[config.mk]
export PLATFORM = sky130hd
export DESIGN_NAME = sevenseg_4digit_capture_flat
export DESIGN_NICKNAME = d
export VERILOG_FILES = /design/src/rtl/sevenseg_4digit_capture_if.sv /design/src/rtl/sevenseg_4digit_capture.sv /design/src/flat_wrapper.sv
export SDC_FILE = /design/constraint.sdc
export NUM_CORES = 1
export LEC_CHECK = 0
export ABC_AREA = 1
export CORE_ASPECT_RATIO = 1.75
export CORE_MARGIN = 5
export CORE_UTILIZATION = 50
export DETAILED_ROUTE_END_ITERATION = 8
export HOLD_SLACK_MARGIN = 0.08
export PLACE_DENSITY_LB_ADDON = 0.25
export RECOVER_POWER = 50
export SKIP_CTS_REPAIR_TIMING = 1
export SLEW_MARGIN = 15
export SYNTH_ARGS = -nofsm -noshare
export SYNTH_HDL_FRONTEND = slang
export SYNTH_SLANG_ARGS = --single-unit
[constraint.sdc]
create_clock -name clk -period 2 [get_ports clk]
set_clock_uncertainty 0.15 [all_clocks]
set_input_delay 0.4 -clock clk [delete_from_list [all_inputs] [get_ports clk]]
set_output_delay 0.4 -clock clk [all_outputs]
set_load 0.005 [all_outputs]
[src/rtl/sevenseg_4digit_capture_if.sv]
`timescale 1ns/1ps
`default_nettype none
// ============================================================================
// Module   : sevenseg_4digit_capture_if
// Brief    : Cathode/anode bus plus captured-digit outputs of the capture block.
// Revision : 1.0  initial release
// ============================================================================
interface sevenseg_4digit_capture_if;
    logic [6:0] cathode;
    logic [3:0] an;
    logic [6:0] digit0;
    logic [6:0] digit1;
    logic [6:0] digit2;
    logic [6:0] digit3;
    logic [3:0] hex0;
    logic [3:0] hex1;
    logic [3:0] hex2;
    logic [3:0] hex3;
    logic [3:0] valid;
    logic       frame_done;
    logic       an_error;

    // master: display driver / stimulus side; slave: capture block
    modport master (
        output cathode, an,
        input  digit0, digit1, digit2, digit3,
        input  hex0, hex1, hex2, hex3, valid, frame_done, an_error
    );
    modport slave (
        input  cathode, an,
        output digit0, digit1, digit2, digit3,
        output hex0, hex1, hex2, hex3, valid, frame_done, an_error
    );
endinterface
`default_nettype wire

[src/rtl/sevenseg_4digit_capture.sv]
`timescale 1ns/1ps
`default_nettype none
// ============================================================================
// Module   : sevenseg_4digit_capture
// Brief    : Captures multiplexed 7-segment digits after a stable window,
//            decodes them to hex, tracks staleness and frame completion.
// Revision : 1.0  initial release
// ============================================================================
module sevenseg_4digit_capture #(
    parameter int STABLE_CYCLES = 16,
    parameter int TIMEOUT_W     = 20
) (
    input  wire logic               clk,
    input  wire logic               reset,
    sevenseg_4digit_capture_if.slave bus
);
    localparam int                   c_CNT_W   = $clog2(STABLE_CYCLES);
    localparam logic [c_CNT_W-1:0]   c_CNT_MAX = c_CNT_W'(STABLE_CYCLES - 1);
    localparam logic [c_CNT_W-1:0]   c_CNT_CAP = c_CNT_W'(STABLE_CYCLES - 2);
    localparam logic [10:0]          c_IDLE    = {4'hF, 7'h7F};
    localparam logic [TIMEOUT_W-1:0] c_AGE_MAX = '1;

    // {legal, nibble} for an active-low {g..a} pattern
    function automatic logic [4:0] f_decode(input logic [6:0] p);
        case (p)
            7'h40: f_decode = 5'h10;  7'h79: f_decode = 5'h11;
            7'h24: f_decode = 5'h12;  7'h30: f_decode = 5'h13;
            7'h19: f_decode = 5'h14;  7'h12: f_decode = 5'h15;
            7'h02: f_decode = 5'h16;  7'h78: f_decode = 5'h17;
            7'h00: f_decode = 5'h18;  7'h10: f_decode = 5'h19;
            7'h08: f_decode = 5'h1A;  7'h03: f_decode = 5'h1B;
            7'h46: f_decode = 5'h1C;  7'h21: f_decode = 5'h1D;
            7'h06: f_decode = 5'h1E;  7'h0E: f_decode = 5'h1F;
            default: f_decode = 5'h00;
        endcase
    endfunction

    logic [10:0]          r_s1_q, r_s2_q, w_s1_d, w_s2_d;
    logic [c_CNT_W-1:0]   r_cnt_q, w_cnt_d;
    logic [6:0]           r_digit_q [4];
    logic [6:0]           w_digit_d [4];
    logic [TIMEOUT_W-1:0] r_age_q [4];
    logic [TIMEOUT_W-1:0] w_age_d [4];
    logic [3:0]           r_mask_q, w_mask_d;
    logic                 r_frame_done_q, w_frame_done_d;
    logic                 r_an_error_q, w_an_error_d;

    logic       w_changed, w_an_legal, w_an_illegal, w_capture;
    logic [3:0] w_an, w_sel, w_mask_set;
    logic [6:0] w_cat;
    logic [4:0] w_dec [4];

    always_comb begin
        w_s1_d       = {bus.an, bus.cathode};
        w_s2_d       = r_s1_q;
        w_an         = r_s1_q[10:7];
        w_cat        = r_s1_q[6:0];
        w_sel        = ~w_an;
        w_changed    = (r_s1_q != r_s2_q);
        w_an_legal   = (w_an == 4'b1110) || (w_an == 4'b1101) ||
                       (w_an == 4'b1011) || (w_an == 4'b0111);
        w_an_illegal = !w_an_legal && (w_an != 4'b1111);

        if (w_changed)
            w_cnt_d = '0;
        else if (r_cnt_q < c_CNT_MAX)
            w_cnt_d = r_cnt_q + 1'b1;
        else
            w_cnt_d = r_cnt_q;

        // saturation at CNT_MAX means CNT_CAP is passed once per stable interval
        w_capture = !w_changed && (r_cnt_q == c_CNT_CAP) && w_an_legal;

        for (int i = 0; i < 4; i++) begin
            if (w_capture && w_sel[i]) begin
                w_digit_d[i] = w_cat;
                w_age_d[i]   = '0;
            end else begin
                w_digit_d[i] = r_digit_q[i];
                w_age_d[i]   = (r_age_q[i] == c_AGE_MAX) ? c_AGE_MAX
                                                         : r_age_q[i] + 1'b1;
            end
        end

        w_mask_set     = r_mask_q | (w_capture ? w_sel : 4'b0000);
        w_frame_done_d = 1'b0;
        w_mask_d       = w_mask_set;
        if (w_capture && (w_mask_set == 4'b1111)) begin
            w_frame_done_d = 1'b1;
            w_mask_d       = 4'b0000;
        end

        w_an_error_d = w_changed && w_an_illegal;
    end

    always_ff @(posedge clk) begin
        if (reset) begin
            r_s1_q         <= c_IDLE;
            r_s2_q         <= c_IDLE;
            r_cnt_q        <= '0;
            r_mask_q       <= 4'b0000;
            r_frame_done_q <= 1'b0;
            r_an_error_q   <= 1'b0;
            for (int i = 0; i < 4; i++) begin
                r_digit_q[i] <= 7'h7F;
                r_age_q[i]   <= '0;
            end
        end else begin
            r_s1_q         <= w_s1_d;
            r_s2_q         <= w_s2_d;
            r_cnt_q        <= w_cnt_d;
            r_mask_q       <= w_mask_d;
            r_frame_done_q <= w_frame_done_d;
            r_an_error_q   <= w_an_error_d;
            for (int i = 0; i < 4; i++) begin
                r_digit_q[i] <= w_digit_d[i];
                r_age_q[i]   <= w_age_d[i];
            end
        end
    end

    logic [3:0] w_valid;

    generate
        for (genvar g = 0; g < 4; g++) begin : g_decode
            assign w_dec[g]   = f_decode(r_digit_q[g]);
            assign w_valid[g] = w_dec[g][4] && (r_age_q[g] != c_AGE_MAX);
        end
    endgenerate

    assign bus.digit0     = r_digit_q[0];
    assign bus.digit1     = r_digit_q[1];
    assign bus.digit2     = r_digit_q[2];
    assign bus.digit3     = r_digit_q[3];
    assign bus.hex0       = w_dec[0][3:0];
    assign bus.hex1       = w_dec[1][3:0];
    assign bus.hex2       = w_dec[2][3:0];
    assign bus.hex3       = w_dec[3][3:0];
    assign bus.valid      = w_valid;
    assign bus.frame_done = r_frame_done_q;
    assign bus.an_error   = r_an_error_q;
endmodule
`default_nettype wire

[src/flat_wrapper.sv]
// flat-port wrapper written by rule: the top's interface ports become plain ports
module sevenseg_4digit_capture_flat 
#(
    parameter int STABLE_CYCLES = 16,
    parameter int TIMEOUT_W     = 20
)
  (clk, reset, bus_cathode, bus_an, bus_digit0, bus_digit1, bus_digit2, bus_digit3, bus_hex0, bus_hex1, bus_hex2, bus_hex3, bus_valid, bus_frame_done, bus_an_error);
  sevenseg_4digit_capture_if bus_i ();
  input  wire logic clk;
  input  wire logic reset;
  input wire logic [$bits(bus_i.cathode)-1:0] bus_cathode;
  input wire logic [$bits(bus_i.an)-1:0] bus_an;
  output wire logic [$bits(bus_i.digit0)-1:0] bus_digit0;
  output wire logic [$bits(bus_i.digit1)-1:0] bus_digit1;
  output wire logic [$bits(bus_i.digit2)-1:0] bus_digit2;
  output wire logic [$bits(bus_i.digit3)-1:0] bus_digit3;
  output wire logic [$bits(bus_i.hex0)-1:0] bus_hex0;
  output wire logic [$bits(bus_i.hex1)-1:0] bus_hex1;
  output wire logic [$bits(bus_i.hex2)-1:0] bus_hex2;
  output wire logic [$bits(bus_i.hex3)-1:0] bus_hex3;
  output wire logic [$bits(bus_i.valid)-1:0] bus_valid;
  output wire logic [$bits(bus_i.frame_done)-1:0] bus_frame_done;
  output wire logic [$bits(bus_i.an_error)-1:0] bus_an_error;
  assign bus_i.cathode = bus_cathode;
  assign bus_i.an = bus_an;
  assign bus_digit0 = bus_i.digit0;
  assign bus_digit1 = bus_i.digit1;
  assign bus_digit2 = bus_i.digit2;
  assign bus_digit3 = bus_i.digit3;
  assign bus_hex0 = bus_i.hex0;
  assign bus_hex1 = bus_i.hex1;
  assign bus_hex2 = bus_i.hex2;
  assign bus_hex3 = bus_i.hex3;
  assign bus_valid = bus_i.valid;
  assign bus_frame_done = bus_i.frame_done;
  assign bus_an_error = bus_i.an_error;
  sevenseg_4digit_capture #(.STABLE_CYCLES(STABLE_CYCLES), .TIMEOUT_W(TIMEOUT_W)) u_core (.clk(clk), .reset(reset), .bus(bus_i));
endmodule
==> run summary, run 1 <==
Status = complete, but fails checks
Failing checks = setup timing
Clock root buffer master = clkbuf_16
CTS max path bufs = 2
DR WL/cell = 16.5 µm
Internal Dissipation = 0.00461 W
Critical R2R Launch = u_core.r_s1_q[5]
Yosys warnings = 0
Rows = 57
Unique cell type count in the Yosys netlist = 46
PwrDens = 554 mW/mm²
Slew headroom = 0.613
Comb pwr share = 0.045
Post-synthesis cell area = 0.00701 mm²
Post-synth EDFFs = 0
Leading cell types in the layout, fill and taps excluded = buf_4 (229), nand2_1 (139), dfxtp_1 (115)
Sequential cell area fraction in the yosys report = 0.400
Power Total = 0.00622 W
Data arrival, critical path = 2.07 ns
Syn_nets = 984
Drt first pass iters = 6
Main synth FF type = dfxtp_1
Max Cap Viol = 0
Number of fill cells = 844
Register bit total from synthesis = 140
Worst min path class = flop to flop
CP startpoint kind = flop
Die H = 167 µm
DRC viols = 0
Switch Pwr = 0.00161 W
Clk Latency, worst-skew pair = 0.43 ns
Final Setup Violations = 38
Hold Startpoint = u_core.r_age_q[0][19]
I/O Buffers = 62
Layout cell share with drive strength beyond 1 = 0.413
Area Growth Syn to Fin = 60.2%
Vias = 8,073
H-tree depth = 4
Worst path required time = 1.45 ns
Least-Margin Pin Slew = 0.578 ns
I/O pin count = 63
CTS Buf Count = 17
Detail Route Antenna Nets = 0
FFs w/ async S/R, synth = 0
Critical Path Source = u_core.r_digit_q[0][0]
Max Slew Vio Count = 0
All-Layer GR Usage = 0.242
Clock period minus worst slack = 2.62 ns
Maximum clock frequency = 0.382 GHz
Final setup margin = -0.615 ns
Starting Density = 0.507
CTS tree = built
Max IR drop VDD = 0.624 mV
Diodes inserted = 0
Chip Width = 99.5 µm
WL final = 24,400 µm
Nets = 1,305
Unrepaired setup endpoints after global routing = yes
Number of DRC markers in iteration 0 = 419
Place WS = -0.442 ns
Sw Share = 0.259
Mapped Cells = 965
Setup TNS = -9.45 ns
Final instance area = 0.0112 mm²
DP Area = 0.00948 mm²
Avg Inst Size Synth = 7.26 µm²
First-pass GRT wire length = 32,600 µm
Critical Path Fanout Max = 4
Half-perimeter wire length after placement = 14,900 µm
P_leak = 5.02 nW
Number of antenna violations at the first check in global routing = 0
Area occupied by multi-input gates = 0.00444 mm²
FF/Latch Area = 0.00285 mm²
Floorplan core area = 0.0138 mm²
Via density per instance = 5.47
Sequential share of power = 0.459
GPL Wtd Cong = 0.896
Die area = 0.0166 mm²
Worst setup EP type = output pin
Grt total ovfl = 0
Largest net degree at the start of global routing = 21
Number of global-route vias before repair = 7,431
Period utilization = 1.31
Final Hold Viols = 0
Clock sinks = 140
Critical path class = flop to output pin
Commonest non-fill, non-tap cell in the layout = buf_4
Clock power share = 0.496
Clock slew at reported path FFs = 0.07 ns
per-stage QoR:
stage | instances | util | hold slack (ns)
after floorplan | 965 | - | 0.286
after global placement | 1409 | 0.685 | 0.308
after detailed placement | 1409 | 0.685 | 0.324
after CTS | 1441 | 0.727 | 0.332
after global routing | 1476 | 0.812 | 0.357
final | 1476 | 0.812 | 0.331
final timing paths:
check | to | slack, ns | cells past startpoint
max reg2reg | u_core.r_mask_q[3] | -0.09 | 12
min | u_core.r_age_q[0][19] | 0.33 | 2
min reg2reg | u_core.r_age_q[0][19] | 0.33 | 2
max | bus_valid[0] | -0.62 | 9
layout make-up:
class | instances | area share
clock buffers | 17 | 0.0379
clock inverters | 15 | 0.0130
inverters | 134 | 0.0465
multi-input cells | 675 | 0.395
flip-flops and latches | 140 | 0.254
well taps | 177 | 0.0197
repair buffers | 318 | 0.233
cell families (layout without fill, tap and decap cells):
| group | after synthesis | after routing | synth area share |
|---|---|---|---|
| compound gates | 132 | 132 | 0.104 |
| xor+xnor | 59 | 59 | 0.0737 |
| fa+ha+maj | 6 | 6 | 0.0107 |
| buf+inv | 150 | 484 | 0.0830 |
| flops | 140 | 140 | 0.400 |
| mux | 1 | 1 | 0.00143 |
| simple gates | 477 | 477 | 0.327 |
synth_stat cells, drive strengths merged, types with 3 or more instances:
cell       n  area (µm²)
inv      134         503
clkbuf     5        18.8
nand4     33         267
nor4      21         159
buf       11        60.1
ha         6        75.1
nand3b     3        22.5
a31oi     12        75.1
nand3     50         268
xnor2     24         210
xor2      35         307
nor3      51         288
o21ai     40         200
nor2     132         523
dfxtp    140        2800
nand2    164         621
o2111ai    4        35.0
a21oi     67         347
or2       20         125
registers in the layout, indices dropped and copies added, names as in the netlist:
| name | cells |
|---|---|
| u_core.bus.an_error | 1 |
| u_core.r_cnt_q | 4 |
| u_core.r_age_q | 80 |
| u_core.r_digit_q | 28 |
| u_core.bus.frame_done | 1 |
| u_core.r_s1_q | 11 |
| u_core.r_mask_q | 4 |
| u_core.r_s2_q | 11 |
critical path, stage by stage (launching register included):
cell and delay [ns]:
dfxtp_1 0.43, inv_2 0.12, nand2_4 0.11, nor3_2 0.07, nor3_2 0.24, nand4_1 0.16, buf_4 0.17, nor3_2 0.16
nor2_1 0.06, clkbuf_2 0.11
per-layer routing:
layer / vias to the layer above / GRT usage / part of all wire / wire length [µm]
met2: 279 / 0.470 / 0.56 / 13600
met4: 0 / 0.130 / 0.068 / 1650
li1: 3836 / - / - / -
met3: 137 / 0.0469 / 0.044 / 1070
met1: 3821 / 0.229 / 0.33 / 8100
met5: - / 0 / 0 / 0
power by group through the flow:
stage | combinational [W] | clock, W | sequential, W
3_5_place_dp | 0.000273 | 0 | 0.00292
4_1_cts | 0.000275 | 0.00311 | 0.00286
2_1_floorplan | 0.000151 | 0 | 0.00292
6_report | 0.000278 | 0.00308 | 0.00285
5_1_grt | 0.000305 | 0.00323 | 0.00286
3_3_place_gp | 0.000266 | 0 | 0.00292
No activity file was read; power rests on OpenSTA's default activity.
==> run 2: changes to the inputs <==
==> constraint.sdc (replaced) <==
create_clock -name clk -period 2 [get_ports clk]
set_clock_uncertainty 0.15 [all_clocks]
set_input_delay 0.4 -clock clk [delete_from_list [all_inputs] [get_ports clk]]
set_output_delay 0.4 -clock clk [all_outputs]
set_load 0.1 [all_outputs]
==> run 2 against run 1 <==
Against the previous run: the flow still finishes with violations (setup timing); core utilization grew 1.5 points; non-clock buffer count shrank 59; total power rose by 4.0%; register-to-register slack worse by 0.13 ns; first-iteration DRC count increased by 78%; largest power group unchanged.
==> run summary, run 2 (same netlist as run 1, synthesis figures left out) <==
Clock period minus worst slack = 2.66 ns
Vias = 8,268
CP bufs+invs = 1
Final Hold Viols = 0
Critical Path Fanout Max = 2
Final Setup Violations = 69
Critical R2R Launch = u_core.r_age_q[1][0]
Data arrival, critical path = 2.11 ns
Setup TNS = -12.20 ns
Starting Density = 0.507
Via density per instance = 5.83
Grt total ovfl = 0
Most frequent CP cell = nor2_4
Status = complete, but fails checks
Clock root buffer master = clkbuf_16
Max Cap Viol = 0
WL final = 27,100 µm
CTS max path bufs = 2
Area Growth Syn to Fin = 63.1%
Worst setup EP type = output pin
Final setup margin = -0.663 ns
Power Total = 0.00647 W
FF/Latch Area = 0.00292 mm²
Clock slew at reported path FFs = 0.07 ns
Number of fill cells = 736
Period utilization = 1.33
DP Cell Count = 1,355
P_leak = 4.75 nW
CP startpoint kind = flop
Top reg by flops = u_core.r_age_q
CTS Buf Count = 17
GPL Wtd Cong = 0.945
Failing checks = setup timing
R2R setup slack = -0.22 ns
Chip Width = 99.5 µm
Worst hold endpoint = u_core.r_age_q[0][14]
Number of global-route vias before repair = 7,600
I/O Buffers = 62
Fin cells = 1,417
FF-to-FF End = u_core.r_age_q[1][9]
Place WS = -0.129 ns
Maximum clock frequency = 0.376 GHz
Worst path required time = 1.45 ns
DR WL/cell = 19.1 µm
Hold Startpoint = u_core.r_age_q[0][14]
Diodes inserted = 0
Detail Route Antenna Nets = 0
Max reg flops = 80
Rows = 57
CTS tree = built
Worst hold stages = 2
Critical path class = flop to output pin
Number of DRC markers in iteration 0 = 744
Top Family by Delay on Critical Path = simple AND/OR/NAND/NOR gates
Reg2reg path depth = 9
Unrepaired setup endpoints after global routing = yes
Largest net degree at the start of global routing = 22
Max IR drop VDD = 0.688 mV
Clock sinks = 140
Number of antenna violations at the first check in global routing = 0
Layout cell share with drive strength beyond 1 = 0.444
First-pass GRT wire length = 34,000 µm
Die area = 0.0166 mm²
Commonest non-fill, non-tap cell in the layout = buf_4
Worst min path class = flop to flop
Die H = 167 µm
Max Slew Vio Count = 0
Floorplan core area = 0.0138 mm²
Slowest CP cell = dfxtp_2
I/O pin count = 63
PwrDens = 566 mW/mm²
Half-perimeter wire length after placement = 14,800 µm
Nets = 1,246
H-tree depth = 4
Least-Margin Pin Slew = 0.817 ns
Slowest stage delay, CP = 0.36 ns
Slew headroom = 0.456
Worst path cell trace = ha_4 > nand3_4 > nor3_4 > nand3_2 > nor2_4 > nand2_2 > nor4_4 > nor2_4 > buf_12
Drt first pass iters = 7
All-Layer GR Usage = 0.248
Clk Latency, worst-skew pair = 0.42 ns
Leading cell types in the layout, fill and taps excluded = buf_4 (160), nand2_1 (136), dfxtp_1 (105)
Area occupied by multi-input gates = 0.00475 mm²
DRC viols = 0
Largest regs = u_core.r_age_q: 80 flops, u_core.r_digit_q: 28 flops
Hold slack = 0.351 ns
[run 2: cell types whose count changed in the layout (fill, tap and decap cells not counted), moves of 9 or more]
| cell | previous run | this run |
|---|---|---|
| a21oi_1 | 58 | 46 |
| a21oi_2 | 8 | 19 |
| buf_12 | 5 | 27 |
| buf_4 | 229 | 160 |
| clkbuf_4 | 0 | 21 |
| clkdlybuf4s50_1 | 21 | 11 |
| dfxtp_1 | 115 | 105 |
| dfxtp_2 | 17 | 7 |
| dfxtp_4 | 8 | 28 |
| dlymetal6s2s_1 | 14 | 0 |
| inv_1 | 90 | 81 |
| nor3_2 | 24 | 10 |
| nor3_4 | 9 | 19 |
[run 2: worst register-to-register path, stage by stage (launching register included)]
cell and delay (ns):
dfxtp_2 0.36, ha_4 0.16, nand3_4 0.12, buf_6 0.14, buf_6 0.11, or2_4 0.26, nor3_4 0.19, nand4_1 0.26
buf_6 0.24, a21oi_1 0.17
[run 2: how the worst max path moves through the flow]
| stage | cells past startpoint | slack, ns | from | end |
|---|---|---|---|---|
| after CTS | 8 | -0.57 | u_core.r_digit_q[0][2] | bus_valid[0] |
| final | 9 | -0.66 | u_core.r_age_q[1][0] | bus_valid[1] |
| after floorplan | 8 | -1.39 | u_core.r_digit_q[0][4] | bus_valid[0] |
| after detailed placement | 8 | -0.13 | u_core.r_digit_q[0][2] | bus_valid[0] |
| after global placement | 8 | -0.11 | u_core.r_digit_q[1][0] | bus_valid[1] |
| after global routing | 9 | -0.76 | u_core.r_age_q[1][0] | bus_valid[1] |
[run 2: metrics by stage]
stage                     instance area (µm²)   util
after CTS                               10700  0.771
after global routing                    11400  0.826
after global placement                  10100  0.726
after detailed placement                10100  0.726
after floorplan                          7490      -
final                                   11400  0.826
[run 2: layer usage]
metal | global-route usage | up-vias | share of wire
met3 | 0.0368 | 205 | 0.055
met1 | 0.253 | 3889 | 0.34
li1 | - | 3725 | -
met5 | 0 | - | 0
met4 | 0.137 | 0 | 0.080
met2 | 0.468 | 449 | 0.53
[run 2: power by group]
| part | switching [W] | internal, W |
|---|---|---|
| clock | 0.00133 | 0.00199 |
| sequential | 0.0000379 | 0.00280 |
| combinational | 0.000184 | 0.000125 |
| total | 0.00156 | 0.00491 |
[run 2: area by class of cell]
type,count,share of cell area
multi-input combinational,675,0.415
clock inverter,14,0.0160
inverter,134,0.0507
sequential,140,0.255
clock buffer,18,0.0375
tap,177,0.0194
timing repair buffer,259,0.206
==> run 3: changes to the inputs <==
SLEW_MARGIN = not set   (was 15)
==> results of run 3 <==
Final layout, timing and power as in run 2 (identical DEF).
